$ cat src/rtl/divider_arbiter_pkg.sv
// Shared types and constants for the two-requester divider arbiter.
package divider_arbiter_pkg;

  localparam int unsigned WIDTH      = 8;
  localparam int unsigned CNT_W      = 4;
  localparam int unsigned SETTLE_MAX = 15;

  typedef enum logic [1:0] {
    IDLE   = 2'd0,
    SETTLE = 2'd1,
    RESP   = 2'd2
  } state_e;

  typedef struct packed {
    logic [WIDTH-1:0] q;
    logic [WIDTH-1:0] r;
    logic             div0;
  } div_res_t;

  // A zero divisor overrides whatever the array produced: Q saturates, R echoes the dividend.
  function automatic div_res_t div_result(input logic [WIDTH-1:0] a,
                                          input logic [WIDTH-1:0] b,
                                          input logic [WIDTH-1:0] q,
                                          input logic [WIDTH-1:0] r);
    div_res_t res;
    res.div0 = (b == '0);
    res.q    = res.div0 ? {WIDTH{1'b1}} : q;
    res.r    = res.div0 ? a : r;
    return res;
  endfunction

endpackage

$ cat src/rtl/divider_arbiter_rr_arb2.sv
// Two-input round-robin grant; the previous winner is held by the parent.
module rr_arb2 (
  input  logic [1:0] valid,
  input  logic       last_grant,
  output logic [1:0] gnt,
  output logic       gnt_id
);

  always_comb begin
    gnt_id = 1'b0;
    gnt    = 2'b00;
    unique case (valid)
      2'b01:   gnt_id = 1'b0;
      2'b10:   gnt_id = 1'b1;
      2'b11:   gnt_id = ~last_grant;
      default: gnt_id = 1'b0;
    endcase
    if (|valid) begin
      gnt = gnt_id ? 2'b10 : 2'b01;
    end
  end

endmodule

$ cat src/rtl/divider_arbiter.sv
// Shares one combinational array divider between two requesters, holding its
// inputs for a fixed settle time before registering the result.
module divider_arbiter
  import divider_arbiter_pkg::*;
#(
  parameter int unsigned SETTLE_CYCLES = 2
) (
  input  logic             clk,
  input  logic             rst_n,
  input  logic             req0_valid,
  output logic             req0_ready,
  input  logic [WIDTH-1:0] req0_a,
  input  logic [WIDTH-1:0] req0_b,
  input  logic             req1_valid,
  output logic             req1_ready,
  input  logic [WIDTH-1:0] req1_a,
  input  logic [WIDTH-1:0] req1_b,
  output logic [WIDTH-1:0] div_a,
  output logic [WIDTH-1:0] div_b,
  input  logic [WIDTH-1:0] div_q,
  input  logic [WIDTH-1:0] div_r,
  output logic             resp_valid,
  input  logic             resp_ready,
  output logic             resp_id,
  output logic [WIDTH-1:0] resp_q,
  output logic [WIDTH-1:0] resp_r,
  output logic             resp_div0
);

  localparam logic [CNT_W-1:0] CNT_LOAD = CNT_W'(SETTLE_CYCLES - 1);

  state_e           state_q, state_d;
  logic             last_grant_q, last_grant_d;
  logic             id_q, id_d;
  logic [CNT_W-1:0] cnt_q, cnt_d;
  logic [WIDTH-1:0] div_a_q, div_a_d;
  logic [WIDTH-1:0] div_b_q, div_b_d;
  div_res_t         res_q, res_d;
  logic             resp_valid_q, resp_valid_d;
  logic             resp_id_q, resp_id_d;

  logic [1:0] gnt;
  logic       gnt_id;

  rr_arb2 u_arb (
    .valid      ({req1_valid, req0_valid}),
    .last_grant (last_grant_q),
    .gnt        (gnt),
    .gnt_id     (gnt_id)
  );

  // Next-state: accept in IDLE, count down in SETTLE, hold until drained in RESP.
  always_comb begin
    state_d      = state_q;
    last_grant_d = last_grant_q;
    id_d         = id_q;
    cnt_d        = cnt_q;
    div_a_d      = div_a_q;
    div_b_d      = div_b_q;
    res_d        = res_q;
    resp_valid_d = resp_valid_q;
    resp_id_d    = resp_id_q;

    unique case (state_q)
      IDLE: begin
        if (|gnt) begin
          div_a_d      = gnt_id ? req1_a : req0_a;
          div_b_d      = gnt_id ? req1_b : req0_b;
          id_d         = gnt_id;
          last_grant_d = gnt_id;
          cnt_d        = CNT_LOAD;
          state_d      = SETTLE;
        end
      end
      SETTLE: begin
        if (cnt_q == '0) begin
          res_d        = div_result(div_a_q, div_b_q, div_q, div_r);
          resp_id_d    = id_q;
          resp_valid_d = 1'b1;
          state_d      = RESP;
        end else begin
          cnt_d = cnt_q - CNT_W'(1);
        end
      end
      RESP: begin
        if (resp_ready) begin
          resp_valid_d = 1'b0;
          state_d      = IDLE;
        end
      end
      default: state_d = IDLE;
    endcase
  end

  always_ff @(posedge clk) begin
    if (!rst_n) begin
      state_q      <= IDLE;
      last_grant_q <= 1'b1;
      id_q         <= 1'b0;
      cnt_q        <= '0;
      div_a_q      <= '0;
      div_b_q      <= '0;
      res_q        <= '0;
      resp_valid_q <= 1'b0;
      resp_id_q    <= 1'b0;
    end else begin
      state_q      <= state_d;
      last_grant_q <= last_grant_d;
      id_q         <= id_d;
      cnt_q        <= cnt_d;
      div_a_q      <= div_a_d;
      div_b_q      <= div_b_d;
      res_q        <= res_d;
      resp_valid_q <= resp_valid_d;
      resp_id_q    <= resp_id_d;
    end
  end

  // Ready mirrors the live grant so a requester sees acceptance in the same cycle.
  assign req0_ready = rst_n & (state_q == IDLE) & gnt[0];
  assign req1_ready = rst_n & (state_q == IDLE) & gnt[1];

  assign div_a      = div_a_q;
  assign div_b      = div_b_q;
  assign resp_valid = resp_valid_q;
  assign resp_id    = resp_id_q;
  assign resp_q     = res_q.q;
  assign resp_r     = res_q.r;
  assign resp_div0  = res_q.div0;

endmodule
$ cat config.mk
export PLATFORM = sky130hd
export DESIGN_NAME = divider_arbiter
export DESIGN_NICKNAME = d
export VERILOG_FILES = /design/src/rtl/divider_arbiter_pkg.sv /design/src/rtl/divider_arbiter_rr_arb2.sv /design/src/rtl/divider_arbiter.sv
export SDC_FILE = /design/constraint.sdc
export NUM_CORES = 1
export LEC_CHECK = 0
export CAP_MARGIN = 20
export CORE_MARGIN = 3
export CORE_UTILIZATION = 38
export DETAILED_ROUTE_END_ITERATION = 10
export PLACE_DENSITY = 0.74
export SLEW_MARGIN = 15
export SYNTH_ARGS = -nofsm -noshare
export SYNTH_HDL_FRONTEND = slang
export SYNTH_SLANG_ARGS = --single-unit
$ cat constraint.sdc
create_clock -name clk -period 2.3 [get_ports clk]
set_input_delay 0.69 -clock clk [delete_from_list [all_inputs] [get_ports clk]]
set_output_delay 0.69 -clock clk [all_outputs]
set_load 0.1 [all_outputs]
# [Word-level counts from Yosys, hierarchy flattened]
# Index checks and enable logic that the tools add are counted.
[op_classes] n_addsub=1 eq_ne=8 n_mux=17 bitwise=4 reduce_logical=12
[ops] op="two-way mux 8 bit" count=4
[ops] op="two-way mux 2 bit" count=5
[ops] op="AND reduction 3 bit" count=3
[ops] op="zero test 8 bit" count=1
[ops] op="two-way mux 4 bit" count=2
[ops] op="!= test 2 bit (second input constant)" count=4
[ops] op="case mux 4 bit (2 select lines)" count=1
[ops] op="== test 2 bit (second input constant)" count=3
[ops] op="case mux 2 bit (3 select lines)" count=1
[ops] op="zero test 4 bit" count=1
[ops] op="case mux 1 bit (2 select lines)" count=2
[ops] op="AND reduction 2 bit" count=2
[ops] op="nonzero test 2 bit" count=2
[ops] op="OR reduction 2 bit" count=2
[ops] op="subtractor 4 x 1 -> 4 bit (second input constant)" count=1
[ops] op="bitwise AND 1 bit" count=3
[ops] op="== test 2 x 1 -> 1 bit (second input constant)" count=1
[ops] op="zero test 2 bit" count=1
[ops] op="two-way mux 1 bit" count=2
[ops] op="inverter 1 bit" count=1
[totals] regBits=43 output_inout_bits=37 word_cells=53

# [Depth between registers and ports, before layout]
# Gate-level depths: netlist (run 1).
[logic_depth] word_depth=7 depth_mapped=7

# [By module]
# From an unflattened synthesis (run 1), not the netlist that was laid out.
[hier_totals] hier_cells=219 area_unflattened_um2=2103.3
[modules_own_cells] mod="divider_arbiter" instances=1 cells_each=215 area_each_um2=2077.0 seq_area_each_um2=860.8
[modules_own_cells] mod="rr_arb2" instances=1 cells_each=4 area_each_um2=26.3 seq_area_each_um2=0.0

# [Least setup slack after synthesis (run 1)]
# No wires, ideal clock.
[synth_path] path_kind="input -> output" from="in rst_n" to="out req1_ready" arrival_ns=2.689 path_slack_ns=-1.079 path_stages=4 path_buffers=2 cell_sequence="or3b_1 -> buf_2 -> buf_1 -> nor2_1"
[synth_via] elab_chain_len=2
[synth_rtl] item="from (decl)" line="divider_arbiter.sv:9" text="input logic rst_n,"
[synth_rtl] item="bitwise AND 1 bit (2 in series)" line="divider_arbiter.sv:121" text="assign req1_ready = rst_n & (state_q == IDLE) & gnt[1];"
[synth_rtl] item="to (decl)" line="divider_arbiter.sv:15" text="output logic req1_ready,"
# No other way between the ends.

# [Worst setup path after layout (run 1)]
[layout_path] from="in rst_n" to="out req0_ready"
[layout_via] elab_chain_len=2
[layout_rtl] item="bitwise AND 1 bit (2 in series)" line="divider_arbiter.sv:120" text="assign req0_ready = rst_n & (state_q == IDLE) & gnt[0];"
[layout_rtl] item="to (decl)" line="divider_arbiter.sv:11" text="output logic req0_ready,"
# No other way between the ends.

==> metrics.md, run 1 <==
| Metric | Value |
|---|---|
| Status | finished clean |
| Required @ worst endpoint | around 1600 ps |
| CTS tree | yes |
| CP Max Fanout | 3 |
| Met2 wire len | 2660 um |
| Starting Density | about two fifths |
| GRT Resource Usage Total | 17.7% |
| Storage element area | 861 um^2 |
| Ports | 90 |
| Routed len/inst | around 15 um |
| Sequential share of the synthesized area | a little over two fifths |
| Clock Path Buffers | 2 |
| Clk_skew | ~6.5 ps |
| Site Rows | 25 |
| Depth of the most critical reg-to-reg path | 3 |
| Vias in the first global route | 1,948 |
| P per Cell Area | between 900 and 1000 mW/mm^2 |
| Cell Chain, Critical Path | buf_6 -> or3b_4 -> a211oi_4 -> buf_12 |
| Netlist cell types | 43 |
| H-tree levels | 2 |
| Critical path depth in cells | 4 |
| Peak supply drop | approximately 420 uV |
| Drt first pass iters | 4 |
| Leak pwr | 1.28 nW |
| Yosys top cell by area | dfxtp_1 |
| Fillcell total | roughly 440 |
| Average size of a mapped cell | roughly 9.5 um^2 |
| Main area contributors after synthesis | dfxtp_1 43%, a221o_1 6.9%, nor3_1 5.7% |
| Congestion Overflow GR | 0 |
| Clock transition at path regs | roughly 80 ps |
| Share of layout cells above drive strength 1 | approximately 27% |
| CTS root buf | clkbuf_8 |
| Post-synthesis async set-or-reset flop share | 0% |
| Synthesized area | 0.00202 mm^2 |
| Slowest stage delay, CP | 400 ps |
| Max_cap viols | 0 |
| I/O Buffers | 89 |
| Fin. max-slew vios | 0 |
| WL final | 5620 um |
| Synthesized Nets | about 270 |
| Vias per cell | 5.24 |
| Drt first-iter violations | between 100 and 150 |
| Vias | ~2,000 |
| Setup violations, final | 0 |
| Fmax | 436 MHz |
| Post-synth EDFFs | 0 |
| Setup TNS | 0 ps |
| Sink Count | 43 |
| FF+latch count, synth | 43 |
| Setup crit end kind | primary output |
| Least-Margin Pin Slew | between 600 and 700 ps |
| Yosys Warn Count | 0 |
| Placed cell areas | 0.00295 mm^2 |
| Hold Path Stages | 2 |
| Chip Height | slightly below 80 um |
| Core ar. | roughly 0.0049 mm^2 |
| DP Wirelength | approximately 4200 um |
| Final Hold Fails | 0 |
| Arr. time, crit path | about 1600 ps |
| Gpl congestion | ~0.88 |
| Layout area overhead | 51.8% |
| Period utilization | 99.7% |
| Uppermost routed layer | met4 |
| Share of the synthesized area in the top cell type | between 40% and 50% |
| Synth Area in Adders | less than 1% |
| Crit path max-delay family | simple AND/OR/NAND/NOR gates |
| Chip Width | between 70 and 80 um |
| Commonest cells after routing, fill and taps aside | 55 x buf_4, 49 x clkdlybuf4s50_1, 43 x dfxtp_1, 23 x nor3_1, 21 x inv_1 |
| Met1 wire length | about 2500 um |
| Setup CP Type | in2out |
| First-pass GRT wire length | slightly below 9000 um |
| Complex-gate fraction of the synthesized area | about a quarter |
| RSZ-0062 raised after global routing | yes |
| DRC | 0 |
| # diodes | 0 |
| Die area | 0.00623 mm^2 |
| Multi-input logic area | ~960 um^2 |
| Critical Path Source Type | input port |
| Crit path time final | about 2300 ps |
| Mux cell area share after synthesis | less than 1% |
| Top_reg_cell synth | dfxtp_1 |
| Finished Cell Area | roughly 0.003 mm^2 |
| CP bufs+invs | 2 |
| Largest family of logic cells by synthesized area | compound AO/OA/AOI/OAI gates |
| Largest net degree at the start of global routing | 20 |
| Worst Hold Class | reg2reg |
| Rel. slew slack | between 50% and 60% |
| Initial antenna violation count | 0 |
| Most common cell after layout, fill and taps aside | buf_4 |
| Clk_lat worst skew | ~290 ps |
| CTS buffer count | 5 |
| Wire length on met3 | between 300 and 400 um |
| Nets | between 300 and 400 |
| Synth Area in XOR/XNOR | 0% |
| Post-Synth Simple-Gate Area | between 15 and 20% |
| Synth Instances | around 210 |
| CP max-delay cell | or3b_4 |
| ANT nets after route | 0 |
[Yosys cell counts (all sizes together), types with 2 or more instances]
cell,number
nand3b,2
dfxtp,43
a211oi,2
or3,4
o221a,8
nor3b,2
or2,3
o21ai,5
nor4,2
nor2,14
o21a,2
clkbuf,3
nor4b,6
a221o,15
inv,21
a2111oi,8
a21oi,16
o31a,2
buf,14
or4,5
nor3,23
[registers in the layout, indices dropped and copies added, names as in the netlist]
signal	cells
cnt_q	4
div_a	8
div_b	8
id_q	1
last_grant_q	1
resp_div0	1
resp_id	1
resp_q	8
resp_r	8
resp_valid	1
state_q	2
[worst reg2reg max path, cell delays in order, from the launching register on]
cell,delay [ps]
dfxtp_1,330
or4_1,660
or2_1,390
a2111oi_1,390
[path summary, 6_finish.rpt]
check | endpoint | start | slack, ps
max | req0_ready | rst_n | 7
min | resp_id | resp_id | 490
max reg2reg | resp_r[6] | div_b[0] | 420
min reg2reg | resp_id | resp_id | 490
[power breakdown]
group / total [mW] / switching [mW] / internal [mW]
clock: 0.520 / 0.246 / 0.274
sequential: 0.917 / 0.0705 / 0.846
combinational: 1.36 / 0.953 / 0.402
total: 2.79 / 1.27 / 1.52
[timing repair]
item,CTS,global route
hold endpoints to repair,0,0
pin swaps,2,1
endpoints found under the setup margin,2,2
hold buffers,0,0
buffers inserted,2,0
resized for setup,8,0
[metal layers]
metal	vias up	GRT usage [%]
li1	1002	-
met1	925	22.2
met2	58	28.8
met3	7	4.54
met4	0	7.90
met5	-	0
[cells by family (layout without fill, tap and decap cells)]
kind of cell / Yosys count / count (layout)
buf+inv: 39 / 139
flops: 43 / 43
fa+ha+maj: 1 / 1
compound gates: 63 / 63
mux: 1 / 1
simple gates: 66 / 66
[metrics by stage]
| stage | cells | hold slack, ps | worst slack [ps] | total power [mW] | utilization (%) |
|---|---|---|---|---|---|
| 6_report | 380 | 486 | 6.51 | 2.79 | 62.0 |
| 5_1_grt | 380 | 510 | -25.6 | 2.90 | 62.0 |
| 4_1_cts | 380 | 489 | -5.21 | 2.80 | 62.0 |
| 3_5_place_dp | 370 | 478 | -481 | 2.28 | 59.6 |
| 3_3_place_gp | 370 | 466 | -443 | 2.27 | 59.6 |
| 2_1_floorplan | 213 | 426 | -175 | 1.96 | - |
[area by class of cell]
class / instances / share of cell area (%)
timing repair buffer: 110 / 32.1
multi-input combinational: 131 / 31.3
sequential: 43 / 28.1
clock buffer: 8 / 3.27
tap: 67 / 2.73
inverter: 21 / 2.57
(Power assumes the default switching activity.)
==> run 2: changes to the inputs <==
--- a/config.mk
+++ b/config.mk
@@ -5,11 +5,13 @@
 export SDC_FILE = /design/constraint.sdc
 export NUM_CORES = 1
 export LEC_CHECK = 0
+export ABC_AREA = 1
 export CAP_MARGIN = 20
-export CORE_MARGIN = 3
-export CORE_UTILIZATION = 38
+export CORE_MARGIN = 1.5
+export CORE_UTILIZATION = 37
+export CTS_CLUSTER_DIAMETER = 150
 export DETAILED_ROUTE_END_ITERATION = 10
-export PLACE_DENSITY = 0.74
+export PLACE_DENSITY = 0.73
 export SLEW_MARGIN = 15
 export SYNTH_ARGS = -nofsm -noshare
 export SYNTH_HDL_FRONTEND = slang
==> run 2 against run 1 <==
Net effect:
- clock skew increased by 1.9 ps
- fmax increased by 3.0%
- count of clock-buffer cells in the layout decreased by 1
- non-clock buffer count decreased by 4
- area after synthesis decreased by 5.4%
- first-iteration DRC count increased by 15%
- combinational power increased by 19%
- largest cell class unchanged
==> metrics.md, run 2 <==
| Metric | Value |
|---|---|
| Top_reg_cell synth | dfxtp_1 |
| Post-synth EDFFs | 0 (unchanged) |
| Clk_lat worst skew | 290 ps (about the same) |
| Setup crit end kind | primary output |
| Starting Density | 39.4% (-1.5 points) |
| Synthesized area | 0.00191 mm^2 (-5.4%) |
| Setup CP Type | in2out |
| Share of the synthesized area in the top cell type | 45.1% (+2.4 points) |
| Post-synth top cells | 76 x nand2_1, 44 x nor2_1, 43 x dfxtp_1, 27 x nand3_1, 25 x inv_1 |
| Clk_skew | 8.42 ps (+1.93 ps) |
| First-pass GRT wire length | 7870 um (-12%) |
| Chip Height | 74.9 um (-5.1%) |
| P per Cell Area | 1030 mW/mm^2 (+13%) |
| Initial antenna violation count | 0 (unchanged) |
| Largest net degree at the start of global routing | 30 (+50%) |
| Hold Path Stages | 2 (unchanged) |
| Chip Width | 74.9 um (-5.1%) |
| WL final | 5060 um (-10%) |
| Routed len/inst | 11.5 um (-22%) |
| Sink Count | 43 (unchanged) |
| CP Max Fanout | 3 (unchanged) |
| Vias | 1,989 (-0.15%) |
| Core ar. | 0.00485 mm^2 (-1.9%) |
| Gpl congestion | 0.721 (-18%) |
| Layout area overhead | 55.0% |
| Drt first-iter violations | 129 (+15%) |
| Commonest cells after routing, fill and taps aside | 75 x nand2_1, 52 x buf_4, 49 x clkdlybuf4s50_1, 44 x nor2_1, 43 x dfxtp_1 |
| Worst Hold Class | reg2reg |
| Sequential share of the synthesized area | 45.1% (+2.4 points) |
| DP Wirelength | 3640 um (-13%) |
| Required @ worst endpoint | 1610 ps (about the same) |
| Period utilization | 96.8% (-2.9 points) |
| Post-synthesis async set-or-reset flop share | 0% (unchanged) |
| Max_cap viols | 0 (unchanged) |
| Clock transition at path regs | 80 ps (about the same) |
| Status | finished clean |
| Setup violations, final | 0 (unchanged) |
| Share of layout cells above drive strength 1 | 20.3% (-6.5 points) |
| DRC | 0 (unchanged) |
| Congestion Overflow GR | 0 (unchanged) |
| Finished Core Util | 61.1% (-0.94 points) |
| Pre-CTS WS | -201 ps (+281 ps) |
| Arr. time, crit path | 1540 ps (-60 ps) |
| Drt first pass iters | 4 (unchanged) |
| Ports | 90 (unchanged) |
| Post-CTS Hold Buffers | 0 (unchanged) |
| Synth Instances | 268 (+26%) |
| Yosys Warn Count | 0 (unchanged) |
| Setup TNS | 0 ps (unchanged) |
| Rel. slew slack | 70.0% (+11 points) |
| Yosys top cell by area | dfxtp_1 |
| Least-Margin Pin Slew | 449 ps (-168 ps) |
| Leak pwr | 1.41 nW (+10%) |
| Peak supply drop | 552 uV (+31%) |
| FF+latch count, synth | 43 (unchanged) |
| Vias in the first global route | 1,729 (-11%) |
| Synthesized Nets | 322 (+21%) |
| Setup ws final | 73.9 ps (+67.4 ps) |
| Netlist cell types | 24 (-44%) |
| I/O Buffers | 89 (unchanged) |
| Vias per cell | 4.51 (-14%) |
| CTS buffer count | 5 (unchanged) |
| Fin. max-slew vios | 0 (unchanged) |
| Final Hold Fails | 0 (unchanged) |
| ANT nets after route | 0 (unchanged) |
| Nets | 427 (+17%) |
| Crit path time final | 2230 ps (-67.4 ps) |
| Site Rows | 25 (unchanged) |
| Clock Path Buffers | 2 (unchanged) |
| CTS root buf | clkbuf_8 |
| Most frequent cell after synthesis | nand2_1 |
| Average size of a mapped cell | 7.13 um^2 (-25%) |
| Depth of the most critical reg-to-reg path | 12 (+9) |
| GRT Resource Usage Total | 18.3% (+0.55 points) |
| Storage element area | 861 um^2 (unchanged) |
| H-tree levels | 2 (unchanged) |
| Fmax | 449 MHz (+3.0%) |
| Multi-input logic area | 881 um^2 (-8.1%) |
| Critical Path Source Type | input port |
| Main area contributors after synthesis | dfxtp_1 45%, nand2_1 15%, nor2_1 8.6% |
| CTS tree | yes |
| Most common cell after layout, fill and taps aside | nand2_1 |
| Die area | 0.00560 mm^2 (-10%) |
| Fillcell total | 466 (+5.0%) |
| RSZ-0062 raised after global routing | no |
| # diodes | 0 (unchanged) |
run 2: changes by cell type in the layout (fill, tap and decap cells not counted), sizes merged, moves of 6 or more:
cell / delta
nand3: +26
a2111oi: -8
a221o: -15
nand2: +77
inv: +7
o21ai: +17
o221a: -8
a21oi: -11
nor3: -18
nor4b: -6
nor2: +36
run 2: cell type report:
class / instances / area share [%]
Clock buffer: 7 / 2.58
Clock inverter: 1 / 0.169
Inverter: 28 / 3.63
Multi-Input combinational cell: 189 / 29.7
Sequential cell: 43 / 29.1
Tap cell: 67 / 2.83
Timing Repair Buffer: 106 / 32.0
run 2: path summary, 6_finish.rpt:
| kind | start | to | slack (ps) |
|---|---|---|---|
| worst max-delay path | req1_valid | req0_ready | 70 |
| worst min-delay path | id_q | id_q | 460 |
| worst max register to register | state_q[0] | id_q | 440 |
| worst min register to register | id_q | id_q | 460 |
run 2: logic make-up (layout without fill, tap and decap cells):
group,Yosys count,after routing,synth area share (%)
AO/OA/AOI/OAI,29,29,8.84
adder cells (fa/ha/maj),1,1,0.655
buffers and inverters,36,142,9.36
flip-flops,43,43,45.1
AND/OR/NAND/NOR,159,159,36.1
run 2: per-layer routing:
metal | vias to the layer above | part of all wire [%] | global-route usage, %
met3 | 2 | 8.5 | 8.17
li1 | 1050 | - | -
met4 | 0 | 0.73 | 4.85
met5 | - | 0 | 0
met2 | 61 | 48 | 30.4
met1 | 876 | 42 | 21.5
run 2: critical path, cell delays in order:
cell and delay, ps:
dlygate4sd2_1 240, a21boi_4 150, nor3_4 240, buf_12 210
run 2: power by group:
group          internal [mW]  total [mW]  switching (mW)
clock                  0.213       0.461           0.247
combinational          0.412        1.62            1.21
sequential             0.879       0.971          0.0915
total                   1.50        3.05            1.55
run 2: what timing repair did:
item,CTS,global route
gates resized for setup,5,0
endpoints found under the setup margin,2,0
setup buffers,9,0
hold endpoints to repair,0,0
run 2: stage by stage:
step	total power [mW]	std cells	hold WS, ps	cell area, um^2
floorplan	2.22	268	420	1910
global placement	2.58	424	456	2810
detailed placement	2.60	424	447	2810
CTS	3.07	441	460	2960
global route	3.21	441	484	2960
finish	3.05	441	457	2960
==> RTL edit: new RTL, flow settings as in run 2 <==
Make the reset (`rst_n`) asynchronous in one clocked block.
--- a/src/rtl/divider_arbiter.sv
+++ b/src/rtl/divider_arbiter.sv
@@ -94,3 +94,3 @@
 
-  always_ff @(posedge clk) begin
+  always_ff @(posedge clk or negedge rst_n) begin
     if (!rst_n) begin
Behaviour: differs if rst_n is asserted again (counterexample within 4 cycles, from zero or initial values and one cycle with rst_n low); with rst_n held inactive, the same outputs for 10 cycles.
==> RTL edit against run 2 <==
  * Final cell count is 7.0% lower
  * Area after synthesis is 7.9% higher
  * Critical path type unchanged
  * Register-to-register slack better by 0.28 ns
  * First-iteration DRC count is 53% lower
  * Wire length is 3.7% higher
  * Critical path depth stayed put
  * Global-route usage is 0.22 points higher
  * Non-clock buffer count is 12 lower
  * Design area is 3.5% higher
  * Sequential cell count stayed put
  * Critical endpoint unchanged
  * Worst setup slack worse by 0.025 ns
Power is not shown: default switching activity piles up to over one toggle a cycle in this logic, so the estimate is an artifact.
==> RTL edit: results (changes against run 2) <==
metric,value,unit,change
seq_area_frac_synth,52.28,%,+7.2 points
drive_gt1_share,19.71,%,-0.61 points
drt_iter0_markers,60,,-53%
final_nets,394,,-7.7%
synth_fp_nets,302,,-6.2%
synth_common_cells,"75 x nand2_1, 43 x o21ai_0, 42 x dfrtp_1",,
status,completed,,
rr_worst_depth,6,,-6
htreeDepth,2,,unchanged
cp_max_fo,2,,-1
reg2reg_slack,0.72,ns,+0.28 ns
place_congestion,0.7698,,+6.8%
final_cells,410,,-7.0%
antenna_cells,0,,unchanged
dp_hpwl,3.755,mm,+3.1%
synthTopCellsByArea,"dfrtp_1 51%, nand2_1 14%, o21ai_0 10%, nor2_1 4.6%, o21bai_1 2.9%",,
cts_root_buf,clkbuf_8,,
m1WireLength,2.279,mm,+6.8%
grt_max_degree,44,,+47%
dp.cells,403,,-5.0%
fin_skew,0.005165,ns,-0.003256 ns
met2_length,2.619,mm,+6.9%
slew_headroom,63.89,%,-6.1 points
grt_pass1_wl,8.914,mm,+13%
min_to,resp_div0,,
vias_per_cell,4.749,,+5.3%
wire_per_inst,12.78,µm,+12%
hold_ws,0.4744,ns,+0.01755 ns
arrival,1.56,ns,+0.02 ns
met3_length,293,µm,-32%
post_cts_buffers,0,,-9
reg2reg_from,state_q[1],,
hp-start,resp_div0,,
synthArstFlopShare,100.0,%,+100 points
r2r_end,div_a[3],,
[RTL edit: cell count changes after synthesis, sizes merged, moves of 4 or more]
| cell | before | now |
|---|---|---|
| o21ai | 22 | 46 |
| a21oi | 5 | 0 |
| nor2 | 50 | 28 |
| dfxtp | 43 | 0 |
| nor3 | 5 | 1 |
| inv | 28 | 19 |
| dfrtp | 0 | 42 |
| o21bai | 0 | 8 |
| nand3 | 27 | 12 |
[RTL edit: logic make-up (layout without fill, tap and decap cells)]
family                     after synthesis  in the layout  synth area share [%]
AOI/OAI and AO/OA                       54             54                 14.27
xor gates and xnor gates                 1              1                0.4251
adders and majority gates                1              1                0.6071
buffers and inverters                   28            120                 7.225
DFF                                     43             43                 52.28
and+or+nand+nor                        121            121                 25.20
[RTL edit: layout make-up]
class | count | area (µm²)
Clock buffer | 6 | 82.58
Clock inverter | 1 | 5.005
Fill cell | 514 | 2171
Inverter | 19 | 73.82
Multi-Input combinational cell | 177 | 890.9
Sequential cell | 43 | 1077
Tap cell | 70 | 87.58
Timing Repair Buffer | 94 | 849.6
[RTL edit: critical path: stages]
cell,delay [ns]
dlygate4sd2_1,0.33
o21ai_2,0.12
nor3_4,0.22
buf_12,0.20
[RTL edit: stage by stage]
stage / util [%] / area [µm²]
3_3_place_gp: 57.00 / 2985
6_report: 58.55 / 3067
3_5_place_dp: 57.00 / 2985
5_1_grt: 58.55 / 3067
4_1_cts: 58.65 / 3072
2_1_floorplan: - / 2123
[RTL edit: layer usage]
layer | up-vias | track usage, %
met5 | - | 0
met4 | 0 | 5.818
met3 | 4 | 4.118
met2 | 65 | 30.96
met1 | 898 | 23.75
li1 | 980 | -
[RTL edit: repair_timing]
item,CTS,global route
resized for setup,3,1
pin swaps,1,0
setup endpoints to repair,2,1
